**config.mk**
```make
export PLATFORM = sky130hd
export DESIGN_NAME = pwm_modulator_flat
export DESIGN_NICKNAME = d
export VERILOG_FILES = /design/src/rtl/pwm_modulator_if.sv /design/src/rtl/pwm_modulator.sv /design/src/flat_wrapper.sv
export SDC_FILE = /design/constraint.sdc
export NUM_CORES = 1
export LEC_CHECK = 0
export ABC_AREA = 1
export CAP_MARGIN = 15
export CORE_ASPECT_RATIO = 1.4
export CORE_MARGIN = 10
export CORE_UTILIZATION = 50
export DETAILED_ROUTE_END_ITERATION = 16
export HOLD_SLACK_MARGIN = 0.08
export PLACE_DENSITY = 0.73
export SLEW_MARGIN = 0
export SYNTH_ARGS = -nofsm -noshare
export SYNTH_HDL_FRONTEND = slang
export SYNTH_SLANG_ARGS = --single-unit
```
**constraint.sdc**
```tcl
create_clock -name clk_i -period 3.2 [get_ports clk_i]
set_clock_uncertainty 0.05 [all_clocks]
set_input_delay 0.64 -clock clk_i [delete_from_list [all_inputs] [get_ports clk_i]]
set_output_delay 0.64 -clock clk_i [all_outputs]
set_load 0.01 [all_outputs]
```
**src/rtl/pwm_modulator_if.sv**
```systemverilog
// Duty-value handshake between the product producer and the PWM stage.
// The master drives a duty word with valid; the slave returns ready.
interface pwm_modulator_if #(
    parameter int Width = 16
);
    logic [Width-1:0] duty_i;
    logic             duty_valid_i;
    logic             duty_ready_o;

    modport master (
        output duty_i,
        output duty_valid_i,
        input  duty_ready_o
    );

    modport slave (
        input  duty_i,
        input  duty_valid_i,
        output duty_ready_o
    );
endinterface

```
**src/rtl/pwm_modulator.sv**
```systemverilog
// PWM stage: duty updates pass through a one-deep pending register and are
// only applied at period boundaries, so no period is ever partial or glitched.
module pwm_modulator #(
    parameter int Width = 16
) (
    input  logic           clk_i,
    input  logic           rst_ni,
    input  logic           enable_i,
    pwm_modulator_if.slave duty_if,
    output logic           modulated_o,
    output logic           period_start_o
);

    localparam logic [0:0]       IDLE    = 1'b0;
    localparam logic [0:0]       RUN     = 1'b1;
    localparam logic [Width-1:0] CNT_MAX = {Width{1'b1}};
    localparam logic [Width-1:0] CNT_ONE = {{(Width-1){1'b0}}, 1'b1};
    localparam logic [Width-1:0] CNT_ZERO = {Width{1'b0}};

    logic [0:0]       state_q;
    logic [Width-1:0] cnt_q;
    logic [Width-1:0] active_q;
    logic [Width-1:0] pending_q;
    logic             pending_vld_q;

    logic [0:0]       w_state_d;
    logic [Width-1:0] w_cnt_d;
    logic [Width-1:0] w_active_d;
    logic [Width-1:0] w_pending_d;
    logic             w_pending_vld_d;
    logic             w_period_load;
    logic             w_transfer;
    logic             w_modulated_d;
    logic             w_period_start_d;

    assign duty_if.duty_ready_o = !pending_vld_q;
    assign w_transfer           = duty_if.duty_valid_i && !pending_vld_q;

    // Next-state: run/stop sequencing, counter, period load and handshake.
    always_comb begin
        w_state_d       = state_q;
        w_cnt_d         = cnt_q;
        w_active_d      = active_q;
        w_pending_d     = pending_q;
        w_pending_vld_d = pending_vld_q;
        w_period_load   = 1'b0;

        case (state_q)
            IDLE: begin
                w_cnt_d = CNT_ZERO;
                if (enable_i) begin
                    w_state_d     = RUN;
                    w_period_load = 1'b1;
                end else begin
                    w_state_d = IDLE;
                end
            end
            RUN: begin
                if (!enable_i) begin
                    w_state_d = IDLE;
                    w_cnt_d   = CNT_ZERO;
                end else begin
                    w_cnt_d       = cnt_q + CNT_ONE;
                    w_period_load = (cnt_q == CNT_MAX);
                end
            end
            default: begin
                w_state_d = IDLE;
                w_cnt_d   = CNT_ZERO;
            end
        endcase

        // The load sees the old pending flag, so a same-edge transfer waits a full period.
        if (w_period_load && pending_vld_q) begin
            w_active_d      = pending_q;
            w_pending_vld_d = 1'b0;
        end else begin
            w_active_d = w_active_d;
        end

        if (w_transfer) begin
            w_pending_d     = duty_if.duty_i;
            w_pending_vld_d = 1'b1;
        end else begin
            w_pending_d = w_pending_d;
        end

        w_modulated_d    = (w_state_d == RUN) && (w_cnt_d < w_active_d);
        w_period_start_d = (w_state_d == RUN) && (w_cnt_d == CNT_ZERO);
    end

    // State, counter, duty registers and registered outputs.
    always_ff @(posedge clk_i or negedge rst_ni) begin
        if (!rst_ni) begin
            state_q        <= IDLE;
            cnt_q          <= CNT_ZERO;
            active_q       <= CNT_ZERO;
            pending_q      <= CNT_ZERO;
            pending_vld_q  <= 1'b0;
            modulated_o    <= 1'b0;
            period_start_o <= 1'b0;
        end else begin
            state_q        <= w_state_d;
            cnt_q          <= w_cnt_d;
            active_q       <= w_active_d;
            pending_q      <= w_pending_d;
            pending_vld_q  <= w_pending_vld_d;
            modulated_o    <= w_modulated_d;
            period_start_o <= w_period_start_d;
        end
    end

endmodule

```
**src/flat_wrapper.sv**
```systemverilog
// flat-port wrapper written by rule: the top's interface ports become plain ports
module pwm_modulator_flat 
#(
    parameter int Width = 16
)
  (clk_i, rst_ni, enable_i, modulated_o, period_start_o, duty_if_duty_i, duty_if_duty_valid_i, duty_if_duty_ready_o);
  pwm_modulator_if #(.Width(Width)) duty_if_i ();
  input  logic clk_i;
  input  logic rst_ni;
  input  logic enable_i;
  output logic modulated_o;
  output logic period_start_o;
  input wire logic [$bits(duty_if_i.duty_i)-1:0] duty_if_duty_i;
  input wire logic [$bits(duty_if_i.duty_valid_i)-1:0] duty_if_duty_valid_i;
  output wire logic [$bits(duty_if_i.duty_ready_o)-1:0] duty_if_duty_ready_o;
  assign duty_if_i.duty_i = duty_if_duty_i;
  assign duty_if_i.duty_valid_i = duty_if_duty_valid_i;
  assign duty_if_duty_ready_o = duty_if_i.duty_ready_o;
  pwm_modulator #(.Width(Width)) u_core (.clk_i(clk_i), .rst_ni(rst_ni), .enable_i(enable_i), .duty_if(duty_if_i), .modulated_o(modulated_o), .period_start_o(period_start_o));
endmodule
```
======== After elaboration in Yosys (flattened, before gate mapping) ========
Cells that the tools add are included.
word-level totals
  register bits after elaboration ......... 52
  latch bits .............................. 0
  RAM bits ................................ 0
  bits in read-only memories .............. 0
  bits of input ports ..................... 20
  output and inout bits ................... 3
  word-level logic and storage cells ...... 26
  memories ................................ 0
cells by class
  add/sub/neg operators ................... 1
  multipliers ............................. 0
  divide/modulo/power cells ............... 0
  order comparisons ....................... 1
  equality and inequality tests ........... 1
  shift operators ......................... 0
  multiplexer cells ....................... 8
  bitwise operators ....................... 1
  reductions and logical operators ........ 7
operators by type and width
  cell                                            number
  two-way mux 16 bit                              2
  one-hot mux 16 bit (2 select lines)             1
  adder 16 x 1 -> 16 bit (second input constant)  1
  equality test 16 bit (second input constant)    1
  logical NOT 16 bit                              1
  < comparator 16 bit                             1
  logical AND 1 bit                               4
  two-way mux 1 bit                               4
  one-hot mux 1 bit (2 select lines)              1
  nonzero test 2 bit                              1
  logical NOT 1 bit                               1
  inverter 1 bit                                  1

======== Logic depth before layout (Yosys ltp) ========
Gate-level depths: netlist (run 1).
  depth in word-level cells ............... 7
  gate-level depth with buffers ........... 18
  gate-level depth less buffers ........... 17

======== Worst setup path before layout (run 1) ========
No wires, ideal clock.
  kind .................................... register to register
  from .................................... register u_core.cnt_q[0]
  to ...................................... register u_core.modulated_o
  setup time .............................. 73 ps
  arrival time ............................ 2330 ps
  slack ................................... 746 ps
  stages on the path, launching flop included .. 17
  buffers on the path ..................... 1
  cell sequence ........................... dfrtp_1 -> ha_1 -> nand2_2 -> nor2_4 -> nand4_1 -> nand2_2 -> nand2_4 -> inv_2 -> clkbuf_2 -> or2_2 -> o21ai_2 -> ha_1 -> a21oi_1 -> nor2_1 -> a211oi_1 -> o221ai_1 -> a21oi_2
between the ends
  cells in the longest elaborated chain, start to end .. 7
  elaborated cells between the ends (all ways) .. 10
  classes of those cells .................. add/sub: 1; order compare: 1; eq/ne: 1; mux: 5; reduce/logical: 2
RTL lines
  item                                                            line                  source
  from (decl)                                                     pwm_modulator.sv:21   logic [Width-1:0] cnt_q;
  from (signal assigned)                                          pwm_modulator.sv:104  cnt_q <= w_cnt_d;
  branches (longest 5 deep; another with adder 16 x 1 -> 16 bit)  --
  < comparator 16 bit (*)                                         pwm_modulator.sv:88   w_modulated_d = (w_state_d == RUN) && (w_cnt_d < w_active_d);
  logical AND 1 bit (*)                                           pwm_modulator.sv:88
  net u_core.w_modulated_d                                        pwm_modulator.sv:33   logic w_modulated_d;
  to (signal assigned)                                            pwm_modulator.sv:108  modulated_o <= w_modulated_d;
  to (decl)                                                       pwm_modulator.sv:10   output logic modulated_o,
Mark *: on every way through the listed nets, which the timed path passes.
A chain may end at the register's enable or synchronous reset.

======== Final worst setup path (run 1) ========
Same ends and word-level chain as after synthesis.

==> results.cfg, run 1 <==
[outcome]
status = finished clean

[critical_path]
reg2reg_depth = 15
setup.worst_path.end = u_core.modulated_o
crit_path_end_kind = register
r2r-start = u_core.cnt_q[0]
cp-startpoint = u_core.cnt_q[0]
path_max_fanout = 15
reg2reg_slack_ns = 0.42
critPathLaunchType = register
required_ns = 3.39
path_class = reg2reg
reg2reg_to = u_core.modulated_o
cp_data_arrival_time_ns = 2.96

[floorplan]
die_w_um = 81.56
rows = 31
core_um2 = 5159
dieArea_um2 = 8660
start_util_pct = 51.42
io_pins = 23
die_h_um = 106.2

[hold_path]
hp-class = in2async

[clocking]
clk_latency_ns = 0.30
path_clk_slew_ns = 0.09
cts_sinks = 52
cts_buffers = 5
clockRootBuffer = clkbuf_8
cts_resized = 0
clock_path_buffers = 2
cts_tree = yes
cts-htree-levels = 2
postCtsHoldBufs = 0
post_cts_buffers = 0

[yosys]
synthTopCellsByArea = dfrtp_1 (49%), ha_1 (7.5%), inv_1 (6.5%)
synthCells = 278
ys_ff_latch = 52
syn-num-nets = 314
synth_top_area_share_pct = 49.06
synth_area_um2 = 2653
netlist.top_cell.by_area = dfrtp_1
yosysWarnings = 0
ys_seq_area_share_pct = 49.06
ys_types = 34
avgSynthCellArea_um2 = 9.542

[layout]
final_cell_mix = dfrtp_1 (52), inv_1 (46), nand2_1 (35)
mostFrequentLayoutCell = dfrtp_1
drive_gt1_share_pct = 21.82
final_util_pct = 59.71
n_antenna_cell = 0
nNetsFinal = 342
syn2layout_area_growth_pct = 16.13

[routing]
via_per_inst = 5.086
antenna_left = 0
drt_wl_total_mm = 4.897
drtIter0Drc = 53
drcViolationCount = 0
vias = 1897
first_pass_iters = 4
routedWlPerCell_um = 13.13

[sta]
maxClockFrequency_mhz = 360.1
finalSetupViolations = 0
fin_crit_sh_pct = 86.79
worst_slew_pin_slew_ns = 0.7143
slew_violations = 0
final-hold-violation-count = 0
fin_tns_setup_ns = 0
period_minus_slack_ns = 2.777
max-slew-margin-rel_pct = 52.26
hold_ws_ns = 0.3802
rsz0062_at_grt = no

[global_route]
grt_pass1_vias = 1938
antenna_found_initial = 0
gr-total-overflow = 0
track_usage_pct = 12.24
grt_pass1_wl_mm = 8.500
grt_max_degree = 53

[power]
p_leak_nw = 1.521
ir_drop_mv = 0.4434
power_w = 0.002034
p_per_area_nw_per_um2 = 660.2

[placement]
numPortBuffers = 22
gp_congestion = 0.8933
dpl.hpwl_mm = 3.840

[flow_run]
drv_cap = 0
per-layer routing:
metal	share of wire [%]	vias up	GRT usage (%)
li1	-	964	-
met1	42	898	13.77
met2	54	28	21.18
met3	2.4	7	2.530
met4	1.9	0	5.707
met5	0	-	0
worst max-delay path, stage by stage, from the launching register on:
cell and delay (ns):
dfrtp_1 0.39, ha_1 0.20, nand2_2 0.08, nor2_4 0.14, nand4_1 0.18, nand2_2 0.14
nand2_4 0.09, inv_2 0.18, or2_2 0.15, o21ai_2 0.05, ha_1 0.30, a21oi_1 0.16
nor2_1 0.05, a211oi_1 0.21, o221ai_1 0.19, a21oi_2 0.14
stage by stage:
step / std cells / area [um2] / worst slack (ns)
finish: 373 / 3080 / 0.4227
global route: 373 / 3080 / 0.1910
CTS: 373 / 3080 / 0.3684
detailed placement: 365 / 2954 / 0.2629
global placement: 365 / 2954 / 0.3334
floorplan: 278 / 2653 / 0.7465
power by group:
part | switching (W) | total, W | internal (W)
Sequential | 0.0000879 | 0.000953 | 0.000865
Clock | 0.000205 | 0.000481 | 0.000276
Combinational | 0.000303 | 0.000600 | 0.000297
state kept, by name (all words and copies together), names as in the netlist:
name,cells
u_core.active_q,16
u_core.pending_vld_q,1
u_core.period_start_o,1
u_core.cnt_q,16
u_core.modulated_o,1
u_core.pending_q,16
u_core.state_q,1
Yosys cell counts (all sizes together):
cell type and number:
or2 16, buf 2, a21oi 9, inv 48, o211ai 1, nand3 14
nand2 40, nor2 22, dfrtp 52, clkbuf 2, nand4 5, a31o 1
ha 16, mux2 14, o21ai 21, nor4 2, a221oi 1, a211oi 3
nor3 7, and2 1, o221ai 1
area by class of cell:
type | instances | area (um2)
Timing Repair Buffer | 25 | 237.7
Tap cell | 66 | 82.58
Multi-Input combinational cell | 174 | 1152
Inverter | 48 | 180.2
Fill cell | 446 | 2078
Clock inverter | 1 | 30.03
Clock buffer | 7 | 96.34
Sequential cell | 52 | 1301
how the worst min path moves through the flow:
stage	slack, ns	depth (start not counted)	startpoint	endpoint
floorplan	0.29	0	rst_ni	u_core.active_q[0]
global placement	0.44	1	u_core.pending_q[6]	u_core.pending_q[6]
detailed placement	0.44	2	u_core.active_q[11]	u_core.active_q[11]
CTS	0.40	2	rst_ni	u_core.pending_q[9]
global route	0.43	2	rst_ni	u_core.period_start_o
finish	0.38	2	rst_ni	u_core.period_start_o
kinds of logic after synthesis:
group	synth area share (%)
DFF	49.06
AOI/OAI and AO/OA	9.198
muxes	5.943
and+or+nand+nor	20.76
buffers and inverters	7.500
adders and majority gates	7.547
Note: power is estimated with default switching activity, not from simulation.
==> run 2, diff against run 1 <==
- GPL_TIMING_DRIVEN: not set -> 0
==> run 2 against run 1 <==
Net effect:
- die area did not move
- power fell by 2.1%
- hold slack got worse by 0.15 ns
- critical path depth rose by 1
- sequential power barely moved
- final cell count rose by 0.54%
- core utilization barely moved
- fmax fell by 3.3%
- flip-flop and latch count did not move
- critical endpoint unchanged
- largest cell class unchanged
- largest power group unchanged
==> results.cfg, run 2 (same netlist as run 1, synthesis figures left out) <==
[outcome]
status = finished clean

[power]
power_w = 0.001992
p_per_area_nw_per_um2 = 647.1
p_leak_nw = 1.517
ir_drop_mv = 0.4854

[clocking]
clockRootBuffer = clkbuf_8
cts-htree-levels = 2
cts_buffers = 5
cts_tree = yes
path_clk_slew_ns = 0.08
post_cts_buffers = 0
clk_latency_ns = 0.30
cts_sinks = 52
clock_path_buffers = 2
postCtsHoldBufs = 0
cts_resized = 0

[critical_path]
path_class = reg2reg
crit_path_end_kind = register
r2r-start = u_core.cnt_q[0]
path_max_fanout = 10
critPathLaunchType = register
cp_data_arrival_time_ns = 3.05
required_ns = 3.37
cp-startpoint = u_core.cnt_q[0]

[layout]
drive_gt1_share_pct = 21.68
n_antenna_cell = 0
nNetsFinal = 344
fill_cells = 432
final_cell_mix = dfrtp_1 (52), inv_1 (46), nand2_1 (35)
syn2layout_area_growth_pct = 16.04
largestRegisters = u_core.active_q: 16 flops, u_core.cnt_q: 16 flops, u_core.pending_q: 16 flops
final_area_um2 = 3078
mostFrequentLayoutCell = dfrtp_1

[sta]
period_minus_slack_ns = 2.872
slew_violations = 0
rsz0062_at_grt = no
final-hold-violation-count = 0
fin_crit_sh_pct = 89.75
worst_slew_pin_slew_ns = 0.5747
max-slew-margin-rel_pct = 61.69
finalSetupViolations = 0
maxClockFrequency_mhz = 348.2

[routing]
vias = 1887
drtIter0Drc = 53
drt_wl_total_mm = 4.917
drcViolationCount = 0
first_pass_iters = 4
via_per_inst = 5.032
routedWlPerCell_um = 13.11
antenna_left = 0

[floorplan]
rows = 31
dieArea_um2 = 8660
die_h_um = 106.2
start_util_pct = 51.42
core_um2 = 5159
die_w_um = 81.56
io_pins = 23

[placement]
postPlaceCellArea_um2 = 2970
gp_congestion = 0.8370
dpl.hpwl_mm = 4.018
numPortBuffers = 22

[global_route]
grt_max_degree = 34
gr-total-overflow = 0
grt_pass1_vias = 1993
track_usage_pct = 12.61
antenna_found_initial = 0
grt_pass1_wl_mm = 8.749

[flow_run]
drv_cap = 0

[hold_path]
hp-class = in2async
## run 2: changes by cell type in the layout (fill, tap and decap cells not counted), sizes merged
| cell | before | now |
|---|---|---|
| clkbuf | 7 | 8 |
| clkinv | 0 | 1 |
## run 2: cell type report
class	count	area (um2)	area share (%)
flip-flops and latches	52	1301	42.28
multi-input cells	174	1152	37.44
repair buffers	23	235.2	7.642
inverters	48	180.2	5.854
well taps	66	82.58	2.683
clock buffers	6	72.57	2.358
clock inverters	2	35.03	1.138
plain buffers	4	18.77	0.6098
## run 2: where the power goes
group | internal [W] | leakage [nW] | total (W) | switching [W]
Clock | 0.000232 | 0.0552 | 0.000428 | 0.000196
Sequential | 0.000865 | 0.633 | 0.000951 | 0.0000860
Combinational | 0.000301 | 0.829 | 0.000612 | 0.000311
## run 2: path summary, 6_finish.rpt
path / slack (ns) / depth (start not counted) / to
worst max-delay path: 0.33 / 16 / u_core.modulated_o
worst min-delay path: 0.23 / 1 / u_core.cnt_q[14]
worst max register to register: 0.33 / 16 / u_core.modulated_o
worst min register to register: 0.46 / 1 / u_core.pending_q[7]
max in group asynchronous: 2.35 / 2 / u_core.active_q[2]
min in group clk_i: 0.46 / 1 / u_core.pending_q[7]
## run 2: critical path: stages (launching register included)
cell	delay [ns]
dfrtp_1	0.41
ha_1	0.23
nand2_2	0.09
nor2_4	0.05
nand4_1	0.13
nand2_2	0.09
nand2_4	0.12
inv_2	0.07
clkbuf_2	0.17
or2_2	0.30
o21ai_2	0.08
ha_1	0.27
a21oi_1	0.16
nor2_1	0.06
a211oi_1	0.22
o221ai_1	0.16
a21oi_2	0.13
## run 2: per-stage QoR
step	utilization, %	setup slack, ns	hold slack (ns)	instances	TNS [ns]
floorplan	-	0.7465	0.2944	278	0
global placement	57.29	-0.007836	0.4319	366	-0.2207
detailed placement	57.58	0.05717	0.4439	367	0
CTS	59.67	0.2980	0.2410	375	0
global route	59.67	0.02094	0.2555	375	0
finish	59.67	0.3280	0.2328	375	0
## run 2: metal layers
layer	vias up	wire (um)	part of all wire, %	GRT usage [%]
met5	-	0	0	0
met4	0	120	2.4	5.335
met3	8	134	2.7	2.614
met2	25	2652	54	23.05
met1	884	2010	41	13.28
li1	970	-	-	-
==> run 3, diff against run 2 <==
- GPL_TIMING_DRIVEN: 0 -> not set
==> results of run 3 <==
The final DEF is identical to that of run 1; final timing and power are the same.
